File: src/rtl/ifu_fetch.sv
// Instruction fetch unit: issues one instruction-memory request at a time and
// presents each fetched word with its PC to decode. Redirects override every handshake.
module ifu_fetch #(
    parameter int unsigned     XLEN     = 32,
    parameter logic [XLEN-1:0] RESET_PC = XLEN'(32'h8000_0000)
) (
    input  logic            clk,
    input  logic            rst,
    input  logic            redirect_valid,
    input  logic [XLEN-1:0] redirect_pc,
    output logic            imem_req_valid,
    output logic [XLEN-1:0] imem_req_addr,
    input  logic            imem_req_ready,
    input  logic            imem_resp_valid,
    input  logic [XLEN-1:0] imem_resp_data,
    output logic            out_valid,
    output logic [XLEN-1:0] out_pc,
    output logic [XLEN-1:0] out_inst,
    input  logic            out_ready,
    output logic [XLEN-1:0] fetch_cnt
);

    typedef enum logic [1:0] {
        S_REQ,
        S_WAIT,
        S_OUT
    } state_e;

    state_e          state_q, state_d;
    logic [XLEN-1:0] pc_q, pc_d;
    logic [XLEN-1:0] inst_q, inst_d;
    logic [XLEN-1:0] cnt_q, cnt_d;
    logic            kill_q, kill_d;

    logic            req_fire;
    logic            out_fire;
    logic            unused_redirect_lsb;

    // The low address bits of a redirect target are always forced to zero.
    assign unused_redirect_lsb = ^redirect_pc[1:0];

    // Handshake strobes are suppressed while reset is held so nothing leaks out of a reset cycle.
    assign imem_req_valid = (state_q == S_REQ) && !redirect_valid && !rst;
    assign out_valid      = (state_q == S_OUT) && !redirect_valid && !rst;
    assign imem_req_addr  = pc_q;
    assign out_pc         = pc_q;
    assign out_inst       = inst_q;
    assign fetch_cnt      = cnt_q;

    assign req_fire = imem_req_valid && imem_req_ready;
    assign out_fire = out_valid && out_ready;

    always_comb begin
        // NOTE: every variable gets a default first so no path through the case infers a latch.
        state_d = state_q;
        pc_d    = pc_q;
        inst_d  = inst_q;
        cnt_d   = cnt_q;
        kill_d  = kill_q;

        unique case (state_q)
            S_REQ: begin
                if (req_fire) begin
                    state_d = S_WAIT;
                end
            end
            S_WAIT: begin
                if (imem_resp_valid) begin
                    // A killed or concurrently redirected response is dropped on the floor.
                    if (kill_q || redirect_valid) begin
                        kill_d  = 1'b0;
                        state_d = S_REQ;
                    end else begin
                        inst_d  = imem_resp_data;
                        state_d = S_OUT;
                    end
                end else if (redirect_valid) begin
                    kill_d = 1'b1;
                end
            end
            S_OUT: begin
                if (redirect_valid) begin
                    state_d = S_REQ;
                end else if (out_fire) begin
                    pc_d    = pc_q + XLEN'(4);
                    cnt_d   = cnt_q + XLEN'(1);
                    state_d = S_REQ;
                end
            end
            default: begin
                state_d = S_REQ;
            end
        endcase

        if (redirect_valid) begin
            pc_d = {redirect_pc[XLEN-1:2], 2'b00};
        end
    end

    always_ff @(posedge clk) begin
        // NOTE: sequential state uses non-blocking assignments so every flop samples pre-edge values.
        if (rst) begin
            state_q <= S_REQ;
            pc_q    <= RESET_PC;
            inst_q  <= '0;
            cnt_q   <= '0;
            kill_q  <= 1'b0;
        end else begin
            state_q <= state_d;
            pc_q    <= pc_d;
            inst_q  <= inst_d;
            cnt_q   <= cnt_d;
            kill_q  <= kill_d;
        end
    end

endmodule

File: config.mk
export PLATFORM = sky130hd
export DESIGN_NAME = ifu_fetch
export DESIGN_NICKNAME = d
export VERILOG_FILES = /design/src/rtl/ifu_fetch.sv
export SDC_FILE = /design/constraint.sdc
export NUM_CORES = 1
export LEC_CHECK = 0
export BUFFER_PORTS_ARGS = -buffer_cell sky130_fd_sc_hd__buf_4
export CELL_PAD_IN_SITES_DETAIL_PLACEMENT = 0
export CELL_PAD_IN_SITES_GLOBAL_PLACEMENT = 1
export CORE_UTILIZATION = 37
export DETAILED_ROUTE_END_ITERATION = 10
export PLACE_DENSITY_LB_ADDON = 0.1
export SKIP_LAST_GASP = 1
export SLEW_MARGIN = 15
export SYNTH_ARGS = -nofsm -noshare
export SYNTH_HDL_FRONTEND = slang
export SYNTH_SLANG_ARGS = --single-unit
File: constraint.sdc
create_clock -name clk -period 4.4 [get_ports clk]
set_input_delay 0 -clock clk [delete_from_list [all_inputs] [get_ports clk]]
set_output_delay 0 -clock clk [all_outputs]
set_load 0.005 [all_outputs]
==> run summary <==
status: finished, final reports clean
largest net degree at the start of global routing: 81
grt ovf: 0
Slew HR: 0.247
vias in the first global route: 4,443
unrepaired setup endpoints after global routing: false
Filler cells: 1,158
# resized after CTS: 0
highest clock rate: 0.369 GHz
Synth Instances: 605
Fin Setup TNS: 0 ns
nets@finish: 878
Worst Min Path Start: redirect_pc[23]
vias: 5,201
Synth Area in Compound Gates: 0.173
IO Pins: 200
switch share: 0.246
HP Class: in -> reg
Critical R2R Launch: state_q[1]
Yosys reg bits: 97
area share of fa/ha/maj cells after synthesis: 0.00516
critical path arrival: 2.98 ns
GP Congestion: 0.782
Mapped Area: 4850 um2
clk_lat worst skew: 0.35 ns
Worst Path Required: 4.67 ns
Initial Utilization: 0.381
Longest Clk Path Bufs: 2
Syn Area/Cell: 8.01 um2
CP Class: reg -> reg
r2r worst-path depth: 4
Root Buffer: clkbuf_16
initial antenna violation count: 0
first-pass GRT wire length: 22.4 mm
Antenna Cells: 0
fraction of layout cells with a size suffix above 1: 0.277
P&R area growth vs syn: 46.1%
crit path max fanout: 22
hold path depth: 3
distinct cell type count after synthesis: 52
worst hold endpoint: imem_req_addr[23]
clk slew on worst S/H paths: 0.07 ns
final WL: 14.9 mm
HPWL after DPL: 9.75 mm
Power Total: 1.98 mW
Switch Pwr: 486 uW
Final Hold Vio Count: 0
sequential power share: 0.475
MaxCap Viol Count: 0
Top FF cell, synth: dfxtp_1
Synth Area in Simple Gates: 0.290
Cell Int Power: 1.49 mW
register area share after synthesis: 0.401
post-route minimum period: 2.71 ns
largest family of logic cells by synthesized area: simple AND/OR/NAND/NOR gates
Comb pwr share: 0.122
H-tree Lvls: 3
mux cell area share after synthesis: 0
clk sinks: 97
type of origin of the critical path: register
CTS buffer count: 9
R2R setup slack: 1.69 ns
Die Y: 116 um
Max rail drop VDD: 0.000170 V
die width: 116 um
CTS tree: done
Post-Synth XOR/XNOR Area: 0.0289
DRT Pass-1 Iters: 5
Final WS setup: 1.69 ns
area of the die: 13,600 um2
pre-CTS WS: 1.75 ns
clk_skew: 0.00616 ns
ANT nets after route: 0
Routed wire per std cell: 15.1 um
core footprint: 12,700 um2
max-slew violation count: 0
worst r2r dst: fetch_cnt[28]
Synth async-reset ratio: 0
synth top area cells: dfxtp_1 40%, nand2_1 7.2%, a21oi_1 6.3%
PwrDens: 279 nW/um2
clock network power share: 0.403
final hold slack: 0.0303 ns
Setup Viol. Count Final: 0
row count: 41
CP endpoint kind: register
synth warn: 0
Static Leak: 2.78 nW
Worst-Margin Slew: 1.13 ns
Post-synth EDFFs: 0
Global Route Usage Sum: 0.211
top cell type's share of synthesized area: 0.401
Tcrit/Tclk final: 0.616
DRT iter0 DRCs: 331
drt drc: 0
cell taking the most area after synthesis: dfxtp_1
I/O Buffers: 193
Vias/cell: 5.29
worst max-delay path by stage:
stage	slack, ns	start	end	cells past startpoint
3_5_place_dp	1.75	state_q[1]	fetch_cnt[20]	4
4_1_cts	1.74	state_q[1]	fetch_cnt[28]	4
3_3_place_gp	1.83	state_q[1]	fetch_cnt[22]	4
6_report	1.69	state_q[1]	fetch_cnt[28]	4
2_1_floorplan	2.44	imem_req_addr[2]	imem_req_addr[24]	6
5_1_grt	1.51	state_q[1]	fetch_cnt[28]	4
critical path, stage by stage, from the launching register on:
cell	delay, ns
dfxtp_1	0.47
and3b_1	0.52
nand4_1	0.74
or4_1	0.73
a21oi_1	0.17
synthesized netlist by cell type, types with 3 or more instances:
cell	number
nand4_1	19
nand2b_1	3
a311oi_1	5
o21ai_0	13
xor2_1	8
nor2b_1	3
a2111oi_0	8
a31oi_1	7
nand3_1	21
o211ai_1	4
a21oi_1	61
and3_1	5
buf_2	3
clkbuf_1	33
or4_1	17
buf_1	3
nor4_1	12
nor3_1	9
inv_1	18
and2_1	4
and4_1	10
o31ai_1	15
a211oi_1	13
xnor2_1	8
or3_1	13
buf_4	34
nor2_1	32
dfxtp_1	97
nand2_1	93
nand4_2	3
power groups by stage:
stage	logic (mW)	registers [mW]	clock network [mW]
after floorplan	0.0988	0.950	0
after global placement	0.193	0.959	0
after detailed placement	0.194	0.961	0
after CTS	0.242	0.940	0.819
after global routing	0.265	0.946	0.849
final	0.242	0.941	0.797
routing by layer:
metal | global-route usage | vias to the layer above | wire (um)
li1 | - | 2567 | -
met1 | 0.281 | 2440 | 6730
met2 | 0.333 | 167 | 6980
met3 | 0.0327 | 27 | 794
met4 | 0.104 | 0 | 387
met5 | 0 | - | 0
state kept, by name (all words and copies together), names as in the netlist:
name and cells:
fetch_cnt 32, out_inst 32, imem_req_addr 30, state_q 2
kill_q 1
final cells by class:
cell class | instances | area, um2 | area share
repair buffers | 262 | 2130 | 0.301
clock inverters | 6 | 66.3 | 0.00936
flip-flops and latches | 97 | 1940 | 0.274
inverters | 18 | 67.6 | 0.00954
multi-input cells | 418 | 2430 | 0.344
well taps | 172 | 215 | 0.0304
clock buffers | 10 | 229 | 0.0323
cells by family (layout without fill, tap and decap cells):
kind of cell | count (synthesis) | count (layout)
AND/OR/NAND/NOR | 262 | 262
AO/OA/AOI/OAI | 134 | 134
flip-flops | 97 | 97
buffers and inverters | 93 | 296
XOR/XNOR | 16 | 16
adder cells (fa/ha/maj) | 2 | 2
other | 1 | 4
timing repair:
action / 4_1_cts / 5_1_grt
hold buffers: 65 / 0
setup buffers: 0 / 0
endpoints found under the hold margin: 64 / 0
layout by cell type, fill, tap and decap left out, drive strengths merged, types with 3 or more instances in the layout:
cell / n
and2: 4
xnor2: 8
buf: 197
or4: 18
inv: 19
conb: 4
clkbuf: 10
o211ai: 4
nand3: 21
dfxtp: 97
and3: 5
nand4: 22
nor2: 32
nor2b: 3
o21ai: 13
nor3: 9
a311oi: 5
a21oi: 61
nand2b: 3
a211oi: 13
o31ai: 15
dlygate4sd3: 65
or3: 15
a2111oi: 8
a31oi: 7
nor4: 14
xor2: 8
nand2: 93
and4: 11
clkinv: 4
through the flow:
| step | utilization | std cells | cell area [um2] |
|---|---|---|---|
| 3_3_place_gp | 0.482 | 902 | 6140 |
| 2_1_floorplan | - | 608 | 4860 |
| 6_report | 0.557 | 983 | 7080 |
| 3_5_place_dp | 0.482 | 902 | 6140 |
| 4_1_cts | 0.557 | 983 | 7080 |
| 5_1_grt | 0.557 | 983 | 7080 |
Note: power is estimated with default switching activity, not from simulation.
